**config.mk**
```make
export PLATFORM = sky130hd
export DESIGN_NAME = vdp_vram_arbiter_flat
export DESIGN_NICKNAME = d
export VERILOG_FILES = /design/src/rtl/vdp_vram_arbiter_pkg.sv /design/src/rtl/vdp_vram_arbiter_if.sv /design/src/rtl/vdp_vram_priority_select.sv /design/src/rtl/vdp_vram_arbiter.sv /design/src/flat_wrapper.sv
export SDC_FILE = /design/constraint.sdc
export NUM_CORES = 1
export LEC_CHECK = 0
export ABC_AREA = 1
export BUFFER_PORTS_ARGS = -buffer_cell sky130_fd_sc_hd__clkbuf_2
export CORE_MARGIN = 2
export CORE_UTILIZATION = 35
export DETAILED_ROUTE_END_ITERATION = 6
export SLEW_MARGIN = 40
export SYNTH_ARGS = -nofsm -noshare
export SYNTH_HDL_FRONTEND = slang
export SYNTH_HIERARCHICAL = 1
export SYNTH_SLANG_ARGS = --single-unit
```
**constraint.sdc**
```tcl
create_clock -name i_clk -period 2.99 [get_ports i_clk]
set_input_delay 0.1495 -clock i_clk [delete_from_list [all_inputs] [get_ports i_clk]]
set_output_delay 0.1495 -clock i_clk [all_outputs]
set_load 0.02 [all_outputs]
```
**src/rtl/vdp_vram_arbiter_pkg.sv**
```systemverilog
// -----------------------------------------------------------------------------
// vdp_vram_arbiter_pkg
// Shared definitions for the VDP VRAM arbiter:
//   - requester index constants (screen, sprite, cpu, command)
//   - arbiter FSM state type
//   - default VRAM byte address width (128 KB)
//   - helper to turn a requester index into a one-hot strobe vector
// No ports (package).
// -----------------------------------------------------------------------------
package vdp_vram_arbiter_pkg;

    localparam int VRAM_ADDR_W = 17;

    localparam logic [1:0] REQ_SCREEN  = 2'd0;
    localparam logic [1:0] REQ_SPRITE  = 2'd1;
    localparam logic [1:0] REQ_CPU     = 2'd2;
    localparam logic [1:0] REQ_COMMAND = 2'd3;

    typedef enum logic [1:0] {
        ST_IDLE      = 2'd0,
        ST_ISSUE     = 2'd1,
        ST_READ_WAIT = 2'd2
    } state_t;

    function automatic logic [3:0] req_onehot(input logic [1:0] idx);
        req_onehot = 4'b0001 << idx;
    endfunction

endpackage

```
**src/rtl/vdp_vram_arbiter_if.sv**
```systemverilog
// -----------------------------------------------------------------------------
// vdp_vram_arbiter_if
// Bundles the requester-side and SDRAM-side signals of the VRAM arbiter.
//   Requester side : req[4], write[4], address[4*ADDR_W], wdata[32] in;
//                    ack[4], rdata_en[4], rdata[8], timeout_error out.
//   Memory side    : mem_valid, mem_write, mem_address, mem_wdata out;
//                    mem_ready, mem_rdata_en, mem_rdata in.
// Modports:
//   master - the arbiter (masters the SDRAM controller's VRAM port)
//   slave  - the environment (requesters plus SDRAM controller)
// -----------------------------------------------------------------------------
interface vdp_vram_arbiter_if
    import vdp_vram_arbiter_pkg::*;
#(
    parameter int ADDR_W = VRAM_ADDR_W
);
    logic [3:0]          req;
    logic [3:0]          write;
    logic [4*ADDR_W-1:0] address;
    logic [31:0]         wdata;
    logic [3:0]          ack;
    logic [3:0]          rdata_en;
    logic [7:0]          rdata;
    logic                timeout_error;

    logic                mem_valid;
    logic                mem_ready;
    logic                mem_write;
    logic [ADDR_W-1:0]   mem_address;
    logic [7:0]          mem_wdata;
    logic                mem_rdata_en;
    logic [7:0]          mem_rdata;

    modport master (
        input  req, write, address, wdata,
        input  mem_ready, mem_rdata_en, mem_rdata,
        output ack, rdata_en, rdata, timeout_error,
        output mem_valid, mem_write, mem_address, mem_wdata
    );

    modport slave (
        output req, write, address, wdata,
        output mem_ready, mem_rdata_en, mem_rdata,
        input  ack, rdata_en, rdata, timeout_error,
        input  mem_valid, mem_write, mem_address, mem_wdata
    );

endinterface

```
**src/rtl/vdp_vram_priority_select.sv**
```systemverilog
// -----------------------------------------------------------------------------
// vdp_vram_priority_select
// Winner selection for the VRAM arbiter: fixed priority with an aged-CPU
// override and a cpu/command round-robin pair.
// Ports:
//   i_clk, i_reset   clock, synchronous active-high reset
//   i_req[3:0]       raw request vector (0 screen, 1 sprite, 2 cpu, 3 command)
//   i_idle           arbiter is in ST_IDLE and can accept a grant this cycle
//   o_grant_valid    at least one requester is asking
//   o_grant_index    index of the winning requester
//   o_update         grant taken this cycle (ack strobe); advances the
//                    round-robin pointer and clears the cpu aging counter
// -----------------------------------------------------------------------------
module vdp_vram_priority_select
    import vdp_vram_arbiter_pkg::*;
#(
    parameter int CPU_MAX_WAIT = 64
)(
    input  logic       i_clk,
    input  logic       i_reset,
    input  logic [3:0] i_req,
    input  logic       i_idle,
    output logic       o_grant_valid,
    output logic [1:0] o_grant_index,
    output logic       o_update
);

    localparam int               AGE_W   = $clog2(CPU_MAX_WAIT + 1);
    localparam logic [AGE_W-1:0] AGE_MAX = AGE_W'(CPU_MAX_WAIT);

    logic [AGE_W-1:0] r_age;
    logic             r_rr_cpu;     // 1: cpu wins a cpu/command tie, 0: command wins
    logic             w_cpu_aged;
    logic             w_cpu_ack;

    always_comb begin
        w_cpu_aged    = (r_age == AGE_MAX);
        o_grant_valid = |i_req;
        o_grant_index = REQ_SCREEN;

        if (i_req[REQ_SCREEN]) begin
            o_grant_index = REQ_SCREEN;
        end else if (i_req[REQ_CPU] && w_cpu_aged) begin
            // A CPU write starved by sprite traffic jumps ahead of sprite.
            o_grant_index = REQ_CPU;
        end else if (i_req[REQ_SPRITE]) begin
            o_grant_index = REQ_SPRITE;
        end else if (i_req[REQ_CPU] && i_req[REQ_COMMAND]) begin
            o_grant_index = r_rr_cpu ? REQ_CPU : REQ_COMMAND;
        end else if (i_req[REQ_CPU]) begin
            o_grant_index = REQ_CPU;
        end else if (i_req[REQ_COMMAND]) begin
            o_grant_index = REQ_COMMAND;
        end

        o_update  = o_grant_valid & i_idle;
        w_cpu_ack = o_update & (o_grant_index == REQ_CPU);
    end

    always_ff @(posedge i_clk) begin
        if (i_reset) begin
            r_age    <= '0;
            r_rr_cpu <= 1'b1;
        end else begin
            // Aging only measures the current uninterrupted wait.
            if (!i_req[REQ_CPU] || w_cpu_ack) begin
                r_age <= '0;
            end else if (r_age != AGE_MAX) begin
                r_age <= r_age + AGE_W'(1);
            end

            // Pointer moves to the other member of the pair only when one of
            // the pair is actually served (aged cpu grants included).
            if (o_update && (o_grant_index == REQ_CPU)) begin
                r_rr_cpu <= 1'b0;
            end else if (o_update && (o_grant_index == REQ_COMMAND)) begin
                r_rr_cpu <= 1'b1;
            end
        end
    end

endmodule

```
**src/rtl/vdp_vram_arbiter.sv**
```systemverilog
// -----------------------------------------------------------------------------
// vdp_vram_arbiter
// Shares the single byte-wide VRAM port of the SDRAM controller among the
// four VDP requesters (screen, sprite, cpu, command). One access is in
// flight at a time: IDLE accepts a winner and acks it combinationally,
// ISSUE presents it to memory until mem_ready, READ_WAIT waits for read
// data or times out and returns 0xFF with a sticky error flag.
// Ports:
//   i_clk    system clock
//   i_reset  synchronous active-high reset; abandons any access in flight
//   bus      vdp_vram_arbiter_if.master - requester and memory signals
// -----------------------------------------------------------------------------
module vdp_vram_arbiter
    import vdp_vram_arbiter_pkg::*;
#(
    parameter int ADDR_W       = VRAM_ADDR_W,
    parameter int CPU_MAX_WAIT = 64,
    parameter int READ_TIMEOUT = 255
)(
    input  logic                 i_clk,
    input  logic                 i_reset,
    vdp_vram_arbiter_if.master   bus
);

    localparam int               TMO_W   = $clog2(READ_TIMEOUT + 1);
    localparam logic [TMO_W-1:0] TMO_MAX = TMO_W'(READ_TIMEOUT);

    state_t             r_state;
    state_t             w_state_next;
    logic [1:0]         r_idx;
    logic               r_write;
    logic [ADDR_W-1:0]  r_addr;
    logic [7:0]         r_wdata;
    logic [7:0]         r_rdata;
    logic [3:0]         r_rdata_en;
    logic               r_timeout_error;
    logic [TMO_W-1:0]   r_tmo;

    logic               w_idle;
    logic               w_grant_valid;
    logic [1:0]         w_grant_index;
    logic               w_update;
    logic               w_sel_write;
    logic [ADDR_W-1:0]  w_sel_addr;
    logic [7:0]         w_sel_wdata;
    logic               w_rd_done;
    logic               w_rd_timeout;

    assign w_idle = (r_state == ST_IDLE);

    vdp_vram_priority_select #(
        .CPU_MAX_WAIT (CPU_MAX_WAIT)
    ) u_sel (
        .i_clk         (i_clk),
        .i_reset       (i_reset),
        .i_req         (bus.req),
        .i_idle        (w_idle),
        .o_grant_valid (w_grant_valid),
        .o_grant_index (w_grant_index),
        .o_update      (w_update)
    );

    // Field mux for the winning requester.
    always_comb begin
        w_sel_write = 1'b0;
        w_sel_addr  = '0;
        w_sel_wdata = '0;
        for (int n = 0; n < 4; n++) begin
            if (w_grant_index == 2'(n)) begin
                w_sel_write = bus.write[n];
                w_sel_addr  = bus.address[n*ADDR_W +: ADDR_W];
                w_sel_wdata = bus.wdata[n*8 +: 8];
            end
        end
    end

    // Next-state logic.
    always_comb begin
        w_state_next = r_state;
        w_rd_done    = 1'b0;
        w_rd_timeout = 1'b0;
        case (r_state)
            ST_IDLE: begin
                if (w_grant_valid) begin
                    w_state_next = ST_ISSUE;
                end
            end
            ST_ISSUE: begin
                if (bus.mem_ready) begin
                    w_state_next = r_write ? ST_IDLE : ST_READ_WAIT;
                end
            end
            ST_READ_WAIT: begin
                // Real data wins over a timeout landing on the same cycle.
                if (bus.mem_rdata_en) begin
                    w_rd_done    = 1'b1;
                    w_state_next = ST_IDLE;
                end else if (r_tmo == TMO_MAX) begin
                    w_rd_timeout = 1'b1;
                    w_state_next = ST_IDLE;
                end
            end
            default: begin
                w_state_next = ST_IDLE;
            end
        endcase
    end

    always_ff @(posedge i_clk) begin
        if (i_reset) begin
            r_state         <= ST_IDLE;
            r_idx           <= '0;
            r_write         <= 1'b0;
            r_addr          <= '0;
            r_wdata         <= '0;
            r_rdata         <= '0;
            r_rdata_en      <= '0;
            r_timeout_error <= 1'b0;
            r_tmo           <= '0;
        end else begin
            r_state    <= w_state_next;
            r_rdata_en <= '0;

            if (w_update) begin
                r_idx   <= w_grant_index;
                r_write <= w_sel_write;
                r_addr  <= w_sel_addr;
                r_wdata <= w_sel_wdata;
            end

            // Counter is zero on the first READ_WAIT cycle.
            if (r_state == ST_ISSUE) begin
                r_tmo <= '0;
            end else if (r_state == ST_READ_WAIT) begin
                r_tmo <= r_tmo + TMO_W'(1);
            end

            if (w_rd_done) begin
                r_rdata    <= bus.mem_rdata;
                r_rdata_en <= req_onehot(r_idx);
            end else if (w_rd_timeout) begin
                r_rdata         <= 8'hFF;
                r_rdata_en      <= req_onehot(r_idx);
                r_timeout_error <= 1'b1;
            end
        end
    end

    assign bus.ack           = w_update ? req_onehot(w_grant_index) : 4'b0000;
    assign bus.rdata_en      = r_rdata_en;
    assign bus.rdata         = r_rdata;
    assign bus.timeout_error = r_timeout_error;
    assign bus.mem_valid     = (r_state == ST_ISSUE);
    assign bus.mem_write     = r_write;
    assign bus.mem_address   = r_addr;
    assign bus.mem_wdata     = r_wdata;

endmodule

```
**src/flat_wrapper.sv**
```systemverilog
// flat-port wrapper written by rule: the top's interface ports become plain ports
module vdp_vram_arbiter_flat import vdp_vram_arbiter_pkg::*;
#(
    parameter int ADDR_W       = VRAM_ADDR_W,
    parameter int CPU_MAX_WAIT = 64,
    parameter int READ_TIMEOUT = 255
)
  (i_clk, i_reset, bus_req, bus_write, bus_address, bus_wdata, bus_mem_ready, bus_mem_rdata_en, bus_mem_rdata, bus_ack, bus_rdata_en, bus_rdata, bus_timeout_error, bus_mem_valid, bus_mem_write, bus_mem_address, bus_mem_wdata);
  vdp_vram_arbiter_if #(.ADDR_W(ADDR_W)) bus_i ();
  input  logic i_clk;
  input  logic i_reset;
  input wire logic [$bits(bus_i.req)-1:0] bus_req;
  input wire logic [$bits(bus_i.write)-1:0] bus_write;
  input wire logic [$bits(bus_i.address)-1:0] bus_address;
  input wire logic [$bits(bus_i.wdata)-1:0] bus_wdata;
  input wire logic [$bits(bus_i.mem_ready)-1:0] bus_mem_ready;
  input wire logic [$bits(bus_i.mem_rdata_en)-1:0] bus_mem_rdata_en;
  input wire logic [$bits(bus_i.mem_rdata)-1:0] bus_mem_rdata;
  output wire logic [$bits(bus_i.ack)-1:0] bus_ack;
  output wire logic [$bits(bus_i.rdata_en)-1:0] bus_rdata_en;
  output wire logic [$bits(bus_i.rdata)-1:0] bus_rdata;
  output wire logic [$bits(bus_i.timeout_error)-1:0] bus_timeout_error;
  output wire logic [$bits(bus_i.mem_valid)-1:0] bus_mem_valid;
  output wire logic [$bits(bus_i.mem_write)-1:0] bus_mem_write;
  output wire logic [$bits(bus_i.mem_address)-1:0] bus_mem_address;
  output wire logic [$bits(bus_i.mem_wdata)-1:0] bus_mem_wdata;
  assign bus_i.req = bus_req;
  assign bus_i.write = bus_write;
  assign bus_i.address = bus_address;
  assign bus_i.wdata = bus_wdata;
  assign bus_i.mem_ready = bus_mem_ready;
  assign bus_i.mem_rdata_en = bus_mem_rdata_en;
  assign bus_i.mem_rdata = bus_mem_rdata;
  assign bus_ack = bus_i.ack;
  assign bus_rdata_en = bus_i.rdata_en;
  assign bus_rdata = bus_i.rdata;
  assign bus_timeout_error = bus_i.timeout_error;
  assign bus_mem_valid = bus_i.mem_valid;
  assign bus_mem_write = bus_i.mem_write;
  assign bus_mem_address = bus_i.mem_address;
  assign bus_mem_wdata = bus_i.mem_wdata;
  vdp_vram_arbiter #(.ADDR_W(ADDR_W), .CPU_MAX_WAIT(CPU_MAX_WAIT), .READ_TIMEOUT(READ_TIMEOUT)) u_core (.i_clk(i_clk), .i_reset(i_reset), .bus(bus_i));
endmodule
```
==> implementation parameters, run 1 <==
Parameter                              Value

Outcome
  Outcome    finished clean

Global route
  First-pass GRT wire length    14500 µm
  Largest net degree at the start of global routing    a little under 60
  Via count of the first global-routing pass    3315
  Antenna violations before repair    0
  GRT Total Usage    between 10% and 20%
  Global route overflow    0

Finish
  Share of final-layout standard cells stronger than drive strength 1    between 30 and 40%
  Post-Layout Cell Count    around 800
  Layout net count    790
  Final instance area    about 4300 µm²
  Fill cell count    989
  Final core utilization    47.6%
  Total area of multi-input combinational cells    between 1500 and 2000 µm²
  Highest-count cells in the layout ignoring fill and taps    sky130_fd_sc_hd__nand2_1 (165), sky130_fd_sc_hd__clkbuf_2 (163), sky130_fd_sc_hd__nor2_1 (63)
  Area overhead of the layout relative to synthesis    34.4%
  Most common cell after layout, fill and taps aside    sky130_fd_sc_hd__nand2_1
  FF/Latch Area    around 1200 µm²
  Antenna cells    0

Pwr
  Power Dens Cells    roughly 540 nW/µm²
  Post-layout power    ~2.3 mW
  Leakage    about 2.2 nW
  Worst VDD drop    around 0.21 mV

Placement
  Placement Setup Slack    788 ps
  Cell count after placement    around 770
  Standard cell area after detailed placement    a little over 4000 µm²
  Global placement routability congestion    0.862
  Post-detailed-placement half-perimeter wirelength    7160 µm
  Total of buffers placed on input and output ports    roughly 160

Logic synthesis
  Net count of the mapped netlist    approximately 630
  Mapped Cells    510
  Top flip-flop cell by instance count after synthesis    sky130_fd_sc_hd__dfxtp_1
  Proportion of synthesized chip area in sequential cells    36.6%
  Netlist cell types    27
  Post-synthesis area per instance    6.33 µm²
  Share of flip-flops with an asynchronous set or reset    0%
  EDFF count, synth    0
  Cell area after technology mapping    roughly 3200 µm²
  Synth top area cells    sky130_fd_sc_hd__dfxtp_1 (37%), sky130_fd_sc_hd__nand2_1 (19%), sky130_fd_sc_hd__nor2_1 (7.3%), sky130_fd_sc_hd__o21ai_0 (7.0%), sky130_fd_sc_hd__nand3_1 (6.5%)
  Largest area contributor in the synthesized netlist    sky130_fd_sc_hd__dfxtp_1
  Register bit total from synthesis    just under 60
  Synth warnings    6
  Area share of the leading cell type in the synthesized netlist    a little over a third

Setup path
  Family with the most delay on the worst path    simple AND/OR/NAND/NOR gates
  Most repeated library cell on the critical path    sky130_fd_sc_hd__nand2_1
  CP max-delay cell    sky130_fd_sc_hd__nor2_4
  Critical path launch point type    register
  Worst-path fanout max    26
  Delay of the slowest cell on the worst path    slightly below 500 ps
  Critical path data required time    3260 ps
  Sequence of cells on the critical path    inv_1, ha_1, nand2_1, nor2_2, nand3_1, nand2_1, inv_1, buf_4, nor2_4, nand2_1, nand3_1, nand2_1, a21oi_1
  Reg2reg setup slack    790 ps
  Endpoint type of the worst setup path    register
  Arrival @ worst endpoint    roughly 2500 ps
  Startpoint of the lowest-slack register-to-register path    u_core/u_sel/r_age[0]$_SDFFE_PP0P_
  Critical path startpoint    u_core/u_sel/r_age[0]$_SDFFE_PP0P_
  Buffers and inverters on the worst path    3
  Startpoint-to-endpoint class of the critical path    reg -> reg

Die
  Die Footprint    about 10000 µm²
  Die H    100 µm
  Die boundary width    100 µm
  Starting Density    a little over a third
  Number of cell rows    35
  Boundary pin count    about 160
  Floorplan Core Area    a little over 9000 µm²

STA
  Slew at the pin closest to its max-slew limit    584 ps
  Number of hold violations in the final report    0
  Sum Neg Setup Slack    0 ps
  Share of the clock period used by the worst path after layout    between 70% and 80%
  Setup repair after global routing missed its margin    no
  Final Worst Setup Slack    786 ps
  Post-Route Skew    approximately 6.7 ps
  Crit path time final    about 2200 ps
  Number of setup violations in the final report    0
  Slew Viols, Final    0
  Worst slew margin    between 60 and 70%
  FMAX    454 MHz
  Post-Route Hold Slack    118 ps

Clock network
  Number of CTS-inserted buffers    9
  CTS tree    yes
  Clock Tree Root    sky130_fd_sc_hd__clkbuf_8
  Resized cells post-CTS    0
  H-tree Lvls    3
  Number of clock sinks    59
  Maximum clock path buffer count    2
  Worst-skew pair later-pin latency    330 ps
  Reg clk slew, reported paths    around 70 ps
  Hold buffer count at cts    0
  Post-CTS setup buffer count    0

Route
  Drt initial violations    approximately 140
  Antenna violation net count after detailed routing    0
  Wire length reported by the detailed router    ~9300 µm
  Vias per Instance    between 4 and 5
  Count of vias placed by the detailed router    ~3700
  Number of remaining DRC errors    0
  Wire per inst    between 10 and 15 µm
  Iteration count of the initial detailed-routing pass    5

Job
  Max-cap violations    0

Hold path
  Start point of the worst min-delay path    bus_address[52]
  Tightest Hold Check Type    in -> reg
## state kept, by name, indices dropped and copies added (netlist names)
name	flops
u_core/bus.mem_address	17
u_core/bus.mem_wdata	8
u_core/bus.mem_write	1
u_core/bus.rdata	8
u_core/bus.rdata_en	4
u_core/bus.timeout_error	1
u_core/r_idx	2
u_core/r_state	2
u_core/r_tmo	8
u_core/u_sel/r_age	7
u_core/u_sel/r_rr_cpu	1
## power by group
group	internal [mW]	switching [mW]
logic	0.209	0.355
clock network	0.574	0.310
registers	0.859	0.0407
total	1.64	0.706
## worst reg2reg max path, stage by stage (launching register included)
cell and delay [ps]:
sky130_fd_sc_hd__dfxtp_1 350, sky130_fd_sc_hd__inv_1 70, sky130_fd_sc_hd__ha_1 130, sky130_fd_sc_hd__nand2_1 70
sky130_fd_sc_hd__nor2_2 130, sky130_fd_sc_hd__nand3_1 80, sky130_fd_sc_hd__nand2_1 100, sky130_fd_sc_hd__inv_1 60
sky130_fd_sc_hd__buf_4 190, sky130_fd_sc_hd__nor2_4 490, sky130_fd_sc_hd__nand2_1 140, sky130_fd_sc_hd__nand3_1 120
sky130_fd_sc_hd__nand2_1 80, sky130_fd_sc_hd__a21oi_1 120
## path summary, 6_finish.rpt
kind,endpoint,cells past startpoint
worst max-delay path,u_core/bus.mem_address[9]$_SDFFE_PP0P_,13
worst max register to register,u_core/bus.mem_address[9]$_SDFFE_PP0P_,13
worst min register to register,u_core/bus.timeout_error$_SDFFE_PP0P_,2
worst min-delay path,u_core/bus.mem_address[1]$_SDFFE_PP0P_,5
## synth_stat cells (2+ instances only)
library cell and number:
sky130_fd_sc_hd__inv_1 39, sky130_fd_sc_hd__nand3_1 42, sky130_fd_sc_hd__nor3_1 2, sky130_fd_sc_hd__inv_2 4, sky130_fd_sc_hd__nand3_2 3, sky130_fd_sc_hd__a21oi_1 24, sky130_fd_sc_hd__nor2_2 13, sky130_fd_sc_hd__nand4_1 4
sky130_fd_sc_hd__buf_4 9, sky130_fd_sc_hd__dfxtp_1 59, sky130_fd_sc_hd__o21ai_0 45, sky130_fd_sc_hd__nor2_1 63, sky130_fd_sc_hd__nand2_2 3, sky130_fd_sc_hd__nand2_1 165, sky130_fd_sc_hd__ha_1 3, sky130_fd_sc_hd__buf_2 5
sky130_fd_sc_hd__nand3b_1 3, sky130_fd_sc_hd__nor2_4 2, sky130_fd_sc_hd__xor2_1 2, sky130_fd_sc_hd__clkbuf_1 6, sky130_fd_sc_hd__or2_2 8
## per-layer routing
metal,part of all wire (%),vias to the layer above,GRT usage [%]
li1,-,1925,-
met1,45,1616,22.0
met2,49,114,31.2
met3,5.3,10,3.27
met4,1.4,0,7.48
met5,0,-,0
## layout make-up
class / count / area share, %
Multi-Input combinational cell: 386 / 40.6
Sequential cell: 59 / 27.2
Timing Repair Buffer: 168 / 19.7
Inverter: 43 / 3.72
Clock buffer: 11 / 3.26
Tap cell: 111 / 3.20
Clock inverter: 5 / 2.31
## kinds of logic after synthesis
kind of cell	synth area share (%)
AND/OR/NAND/NOR	41.9
AO/OA/AOI/OAI	10.7
flip-flops	36.6
buffers and inverters	8.83
adder cells (fa/ha/maj)	1.16
XOR/XNOR	0.814
Note: power is estimated with default switching activity, not from simulation.
==> run 2: changes to the inputs <==
--- a/config.mk
+++ b/config.mk
@@ -5,7 +5,7 @@
 export SDC_FILE = /design/constraint.sdc
 export NUM_CORES = 1
 export LEC_CHECK = 0
-export ABC_AREA = 1
+export ABC_AREA = 0
 export BUFFER_PORTS_ARGS = -buffer_cell sky130_fd_sc_hd__clkbuf_2
 export CORE_MARGIN = 2
 export CORE_UTILIZATION = 35
==> constraint.sdc (replaced) <==
create_clock -name i_clk -period 2.1 [get_ports i_clk]
set_input_delay 0.105 -clock i_clk [delete_from_list [all_inputs] [get_ports i_clk]]
set_output_delay 0.105 -clock i_clk [all_outputs]
set_load 0.02 [all_outputs]
==> implementation parameters, run 2 <==
Parameter                              Value

Finish
  Antenna cells    0
  Final instance area    approximately 4600 µm²
  Most common cell after layout, fill and taps aside    sky130_fd_sc_hd__clkbuf_2
  Final core utilization    about 53%
  Layout net count    between 600 and 700
  Fill cell count    807
  Highest-count cells in the layout ignoring fill and taps    sky130_fd_sc_hd__clkbuf_2 (159), sky130_fd_sc_hd__dfxtp_1 (56), sky130_fd_sc_hd__nor2_1 (39)
  Area overhead of the layout relative to synthesis    48.1%
  Share of final-layout standard cells stronger than drive strength 1    around 50%
  Flip-flop count of the largest register after layout    17

Setup path
  CP max-delay cell    sky130_fd_sc_hd__mux4_2
  Arrival @ worst endpoint    roughly 2300 ps
  Critical path launch point type    register
  Sequence of cells on the critical path    inv_2, ha_4, nand3b_4, nand2_4, a211oi_4, buf_6, buf_12, mux4_2, mux2i_1, nor2_1
  Buffers and inverters on the worst path    3
  Endpoint type of the worst setup path    register
  Worst-path fanout max    8
  Delay of the slowest cell on the worst path    slightly above 500 ps
  Family with the most delay on the worst path    multiplexers
  Startpoint-to-endpoint class of the critical path    reg -> reg
  Critical path data required time    roughly 2300 ps

Clock network
  H-tree Lvls    3
  Clock Tree Root    sky130_fd_sc_hd__clkbuf_8
  Reg clk slew, reported paths    ~70 ps
  CTS tree    yes
  Hold buffer count at cts    0
  Maximum clock path buffer count    2
  Worst-skew pair later-pin latency    between 300 and 400 ps
  Number of CTS-inserted buffers    9
  Number of clock sinks    59

STA
  Final Worst Setup Slack    -25.8 ps
  Worst slew margin    about two thirds
  FMAX    between 400 and 500 MHz
  Number of setup violations in the final report    3
  Slew at the pin closest to its max-slew limit    around 500 ps
  Post-Route Hold Slack    approximately 17 ps
  Crit path time final    2130 ps
  Share of the clock period used by the worst path after layout    101%
  Number of hold violations in the final report    0
  Slew Viols, Final    0
  Setup repair after global routing missed its margin    yes
  Post-Route Skew    8.85 ps

Placement
  Post-detailed-placement half-perimeter wirelength    6370 µm
  Global placement routability congestion    between 0.7 and 0.8
  Standard cell area after detailed placement    4110 µm²
  Placement Setup Slack    -124 ps
  Total of buffers placed on input and output ports    163

Route
  Drt initial violations    roughly 120
  Antenna violation net count after detailed routing    0
  Wire length reported by the detailed router    8970 µm
  Vias per Instance    ~5
  Wire per inst    about 15 µm
  Count of vias placed by the detailed router    between 3000 and 4000
  Iteration count of the initial detailed-routing pass    6
  Number of remaining DRC errors    0

Die
  Boundary pin count    around 160
  Number of cell rows    34
  Die Footprint    9600 µm²
  Die H    around 98 µm
  Starting Density    35.8%
  Die boundary width    just under 100 µm
  Floorplan Core Area    about 8600 µm²

Outcome
  Outcome    finished, violations left
  Violated checks    negative setup slack

Logic synthesis
  Cell with the most instances after synthesis    sky130_fd_sc_hd__dfxtp_1
  Cell area after technology mapping    a little over 3000 µm²
  Proportion of synthesized chip area in sequential cells    a little under two fifths
  Post-synth top cells    sky130_fd_sc_hd__dfxtp_1 (59), sky130_fd_sc_hd__nor2_1 (39), sky130_fd_sc_hd__nand2_1 (31), sky130_fd_sc_hd__mux2i_1 (27), sky130_fd_sc_hd__mux4_2 (26)
  Mapped Cells    304
  Top flip-flop cell by instance count after synthesis    sky130_fd_sc_hd__dfxtp_1
  Netlist cell types    47
  EDFF count, synth    0
  Synth warnings    6
  Area share of the leading cell type in the synthesized netlist    around two fifths
  Largest area contributor in the synthesized netlist    sky130_fd_sc_hd__dfxtp_1
  Register bit total from synthesis    59
  Net count of the mapped netlist    427
  Share of flip-flops with an asynchronous set or reset    0%
  Post-synthesis area per instance    about 10 µm²
  Synth top area cells    sky130_fd_sc_hd__dfxtp_1 (38%), sky130_fd_sc_hd__mux4_2 (19%), sky130_fd_sc_hd__mux2i_1 (8.7%), sky130_fd_sc_hd__nor2_1 (4.7%), sky130_fd_sc_hd__nand2_1 (3.8%)

Pwr
  Worst VDD drop    between 0.2 and 0.3 mV
  Leakage    about 2.1 nW
  Power Dens Cells    roughly 670 nW/µm²

Global route
  Via count of the first global-routing pass    ~3000
  First-pass GRT wire length    approximately 14000 µm
  Antenna violations before repair    0
  GRT Total Usage    between 10% and 20%
  Global route overflow    0
  Largest net degree at the start of global routing    26

Job
  Max-cap violations    0

Hold path
  Tightest Hold Check Type    in -> reg
run 2: worst register-to-register path, cell delays in order (launching register included):
cell	delay [ps]
sky130_fd_sc_hd__dfxtp_2	330
sky130_fd_sc_hd__inv_2	40
sky130_fd_sc_hd__ha_4	150
sky130_fd_sc_hd__nand3b_4	110
sky130_fd_sc_hd__nand2_4	70
sky130_fd_sc_hd__a211oi_4	250
sky130_fd_sc_hd__buf_6	170
sky130_fd_sc_hd__buf_12	140
sky130_fd_sc_hd__mux4_2	520
sky130_fd_sc_hd__mux2i_1	180
sky130_fd_sc_hd__nor2_1	50
run 2: metrics by stage:
step	total power, mW	std cells	TNS, ps
2_1_floorplan	1.74	304	0
3_3_place_gp	2.01	569	-481
3_5_place_dp	2.02	569	-1950
4_1_cts	3.08	594	-114
5_1_grt	3.21	596	-1590
6_report	3.06	596	-40.4
run 2: final cells by class:
type	count	area [µm²]	area share, %
clock buffer	10	128	2.79
sequential	59	1180	25.9
timing repair buffer	189	1200	26.2
inverter	8	30.0	0.656
tap	108	135	2.95
clock inverter	5	55.1	1.20
multi-input combinational	217	1850	40.3
run 2: final timing paths:
path         depth (start not counted)  slack (ps)                               endpoint                                  start
max                                 10         -30   u_core/bus.mem_wdata[7]$_SDFFE_PP0P_     u_core/u_sel/r_age[1]$_SDFFE_PP0P_
min                                  3          20       u_core/bus.rdata[4]$_SDFFE_PP0P_                       bus_mem_rdata[4]
max reg2reg                         10         -30   u_core/bus.mem_wdata[7]$_SDFFE_PP0P_     u_core/u_sel/r_age[1]$_SDFFE_PP0P_
min reg2reg                          2         450  u_core/bus.timeout_error$_SDFFE_PP0P_  u_core/bus.timeout_error$_SDFFE_PP0P_
run 2: report_power, final:
part	leakage, nW	total, mW	internal [mW]	switching, mW
logic	1.53	0.822	0.417	0.405
clock network	0.0881	0.990	0.537	0.453
registers	0.483	1.25	1.20	0.0523
run 2: kinds of logic (layout without fill, tap and decap cells):
kind of cell	after synthesis	in the layout	share of synthesized area (%)
AO/OA/AOI/OAI	41	41	8.62
XOR/XNOR	6	6	1.70
adder cells (fa/ha/maj)	3	3	1.21
buffers and inverters	28	212	4.25
flip-flops	59	59	38.2
multiplexers	54	54	28.1
AND/OR/NAND/NOR	113	113	17.9
run 2: layer usage:
layer	track usage [%]	share of wire (%)
met5	0	0
met4	7.37	2.0
met3	3.94	5.9
met2	33.4	52
met1	21.9	40
run 2: timing repair:
action	CTS	global route
hold endpoints to repair	0	0
pin swaps	5	3
buffers inserted	6	1
gates cloned	4	1
resized for setup	20	5
setup endpoints to repair	30	30
==> run 3: changes to the inputs <==
--- a/config.mk
+++ b/config.mk
@@ -6,12 +6,12 @@
 export NUM_CORES = 1
 export LEC_CHECK = 0
 export ABC_AREA = 0
-export BUFFER_PORTS_ARGS = -buffer_cell sky130_fd_sc_hd__clkbuf_2
+export BUFFER_PORTS_ARGS = -buffer_cell sky130_fd_sc_hd__buf_2
+export CORE_ASPECT_RATIO = 1.5
 export CORE_MARGIN = 2
 export CORE_UTILIZATION = 35
 export DETAILED_ROUTE_END_ITERATION = 6
 export SLEW_MARGIN = 40
 export SYNTH_ARGS = -nofsm -noshare
 export SYNTH_HDL_FRONTEND = slang
-export SYNTH_HIERARCHICAL = 1
 export SYNTH_SLANG_ARGS = --single-unit
==> implementation parameters, run 3 <==
Parameter                              Value

Outcome
  Outcome    finished, violations left
  Violated checks    negative setup slack

Logic synthesis
  Top flip-flop cell by instance count after synthesis    sky130_fd_sc_hd__dfxtp_1
  Mapped Cells    491
  Post-synth top cells    sky130_fd_sc_hd__nand2_1 (79), sky130_fd_sc_hd__dfxtp_1 (59), sky130_fd_sc_hd__nor3_1 (35), sky130_fd_sc_hd__inv_1 (34), sky130_fd_sc_hd__clkbuf_1 (31)
  Synth top area cells    sky130_fd_sc_hd__dfxtp_1 (30%), sky130_fd_sc_hd__a221oi_2 (7.7%), sky130_fd_sc_hd__nand2_1 (7.6%), sky130_fd_sc_hd__o2bb2ai_1 (5.8%), sky130_fd_sc_hd__a21boi_1 (5.0%)
  Area share of the leading cell type in the synthesized netlist    a little under a third
  Register bit total from synthesis    59
  Net count of the mapped netlist    between 600 and 700
  Share of flip-flops with an asynchronous set or reset    0%
  Synth warnings    0
  Proportion of synthesized chip area in sequential cells    between 30% and 40%
  Post-synthesis area per instance    ~8 µm²
  Largest area contributor in the synthesized netlist    sky130_fd_sc_hd__dfxtp_1
  Cell area after technology mapping    3920 µm²
  Cell with the most instances after synthesis    sky130_fd_sc_hd__nand2_1
  Netlist cell types    45
  EDFF count, synth    0

Finish
  Highest-count cells in the layout ignoring fill and taps    sky130_fd_sc_hd__buf_2 (161), sky130_fd_sc_hd__nand2_1 (79), sky130_fd_sc_hd__dfxtp_1 (55)
  FF/Latch Area    around 1200 µm²
  Fill cell count    1056
  Flip-flop count of the largest register after layout    17
  Layout net count    790
  Most common cell after layout, fill and taps aside    sky130_fd_sc_hd__buf_2
  Final instance area    between 5000 and 6000 µm²
  Area overhead of the layout relative to synthesis    47.3%
  Total area of multi-input combinational cells    approximately 2600 µm²
  Share of final-layout standard cells stronger than drive strength 1    between 40% and 50%

Placement
  Standard cell area after detailed placement    between 4000 and 5000 µm²
  Total of buffers placed on input and output ports    163
  Post-detailed-placement half-perimeter wirelength    around 9100 µm
  Global placement routability congestion    0.843

Clock network
  Number of clock sinks    roughly 60
  Maximum clock path buffer count    2
  Clock Tree Root    sky130_fd_sc_hd__clkbuf_16
  H-tree Lvls    3
  Worst-skew pair later-pin latency    330 ps
  Reg clk slew, reported paths    50 ps
  Number of CTS-inserted buffers    9
  CTS tree    yes
  Hold buffer count at cts    0

Pwr
  Net Sw Power    between 1 and 1.5 mW
  Post-layout power    just under 4 mW
  Internal power    2.70 mW
  Share of total power in the clock network    between 30 and 40%
  Switching part of the total    between 30 and 40%
  Worst VDD drop    around 0.36 mV
  Power Dens Cells    roughly 680 nW/µm²
  Comb power frac    28.0%
  Leakage    approximately 2.5 nW
  Sequential cell fraction of total power    around 32%

Global route
  First-pass GRT wire length    21700 µm
  Antenna violations before repair    1
  Largest net degree at the start of global routing    82
  GRT Total Usage    about 22%
  Via count of the first global-routing pass    about 4400
  Global route overflow    0

Route
  Number of remaining DRC errors    0
  Wire per inst    17.4 µm
  Drt initial violations    250
  Vias per Instance    5.55
  Iteration count of the initial detailed-routing pass    6
  Count of vias placed by the detailed router    4552
  Wire length reported by the detailed router    approximately 14000 µm
  Antenna violation net count after detailed routing    0

STA
  Setup repair after global routing missed its margin    yes
  Share of the clock period used by the worst path after layout    103%
  Worst slew margin    roughly 52%
  FMAX    463 MHz
  Post-Route Skew    between 7 and 8 ps
  Slew at the pin closest to its max-slew limit    727 ps
  Number of hold violations in the final report    0
  Slew Viols, Final    0
  Crit path time final    roughly 2200 ps
  Number of setup violations in the final report    3
  Final Worst Setup Slack    -58.7 ps

Setup path
  Arrival @ worst endpoint    2050 ps
  Worst Reg2Reg Path Length in Cells    8
  Startpoint-to-endpoint class of the critical path    reg -> out
  Crit path depth    6
  Family with the most delay on the worst path    simple AND/OR/NAND/NOR gates
  Endpoint type of the worst setup path    primary output
  CP max-delay cell    sky130_fd_sc_hd__or4b_4
  Sequence of cells on the critical path    or4b_4, nor3_4, buf_12, nor2_4, a211oi_2, buf_4
  Delay of the slowest cell on the worst path    about 600 ps
  Critical path data required time    2000 ps
  Buffers and inverters on the worst path    2
  Critical path launch point type    register
  Worst-path fanout max    3

Die
  Number of cell rows    47
  Die boundary width    between 90 and 100 µm
  Boundary pin count    between 150 and 200
  Floorplan Core Area    11000 µm²
  Die Footprint    roughly 12000 µm²
  Starting Density    between 30% and 40%
  Die H    ~130 µm

Job
  Max-cap violations    0

Hold path
  Number of stages on the worst hold path    3
  Tightest Hold Check Type    in -> reg
-- run 3: cell count changes in the layout (fill, tap and decap cells not counted), moves of 27 or more --
| cell | before | now |
|---|---|---|
| sky130_fd_sc_hd__buf_2 | 0 | 161 |
| sky130_fd_sc_hd__inv_1 | 6 | 34 |
| sky130_fd_sc_hd__clkbuf_2 | 159 | 0 |
| sky130_fd_sc_hd__nand2_1 | 30 | 79 |
| sky130_fd_sc_hd__nor3_1 | 2 | 29 |
-- run 3: cell families (layout without fill, tap and decap cells) --
| family | Yosys count | count (layout) | share of synthesized area, % |
|---|---|---|---|
| buffers and inverters | 77 | 257 | 8.12 |
| and+or+nand+nor | 155 | 155 | 18.1 |
| xor gates and xnor gates | 13 | 13 | 2.91 |
| DFF | 59 | 59 | 30.2 |
| muxes | 1 | 1 | 0.256 |
| adders and majority gates | 3 | 3 | 0.959 |
| AOI/OAI and AO/OA | 183 | 184 | 39.5 |
| other | 0 | 1 | 0 |
-- run 3: layout make-up --
cell class | count | share of cell area [%]
multi-input cells | 356 | 44.8
repair buffers | 207 | 23.8
flip-flops and latches | 59 | 20.6
clock buffers | 11 | 4.04
well taps | 147 | 3.19
inverters | 34 | 2.21
clock inverters | 5 | 1.35
diodes | 1 | 0.0434
-- run 3: layer usage --
metal / GRT usage (%) / share of wire (%)
met5: 0 / 0
met4: 7.78 / 1.9
met3: 5.43 / 8.4
met2: 39.8 / 51
met1: 25.7 / 39
-- run 3: worst paths after layout --
| kind | start | end | slack [ps] |
|---|---|---|---|
| min reg2reg | u_core.bus.timeout_error$_SDFFE_PP0P_ | u_core.bus.timeout_error$_SDFFE_PP0P_ | 460 |
| max reg2reg | u_core.u_sel.r_age[4]$_SDFFE_PP0P_ | u_core.bus.mem_address[11]$_SDFFE_PP0P_ | -30 |
| max | u_core.u_sel.r_age[4]$_SDFFE_PP0P_ | bus_ack[0] | -60 |
| min | bus_mem_rdata[4] | u_core.bus.rdata[4]$_SDFFE_PP0P_ | 40 |
-- run 3: stage by stage --
step / TNS, ps / setup WS [ps] / hold slack (ps) / utilization, % / std cells
finish: -140 / -58.7 / 40.9 / 52.4 / 820
global route: -1420 / -115 / 45.4 / 52.4 / 819
CTS: -239 / -66.5 / 29.2 / 50.1 / 812
detailed placement: 0 / 67.4 / 383 / 45.4 / 781
global placement: 0 / 101 / 372 / 45.4 / 781
floorplan: 0 / 104 / 267 / - / 491
-- run 3: power groups by stage --
stage	clock, mW	sequential, mW	combinational (mW)
2_1_floorplan	0	1.34	0.598
3_3_place_gp	0	1.27	1.00
3_5_place_dp	0	1.27	1.02
4_1_cts	1.58	1.25	1.05
5_1_grt	1.65	1.26	1.18
6_report	1.55	1.25	1.09
-- run 3: tightest hold or removal path: stages --
cell and delay, ps:
sky130_fd_sc_hd__buf_2 90, sky130_fd_sc_hd__nand2_1 40, sky130_fd_sc_hd__a31oi_1 70
-- run 3: timing repair --
action	in CTS	in global routing
gates cloned	3	6
resized for setup	12	40
endpoints found under the setup margin	4	30
setup buffers	12	2
pin swaps	7	40
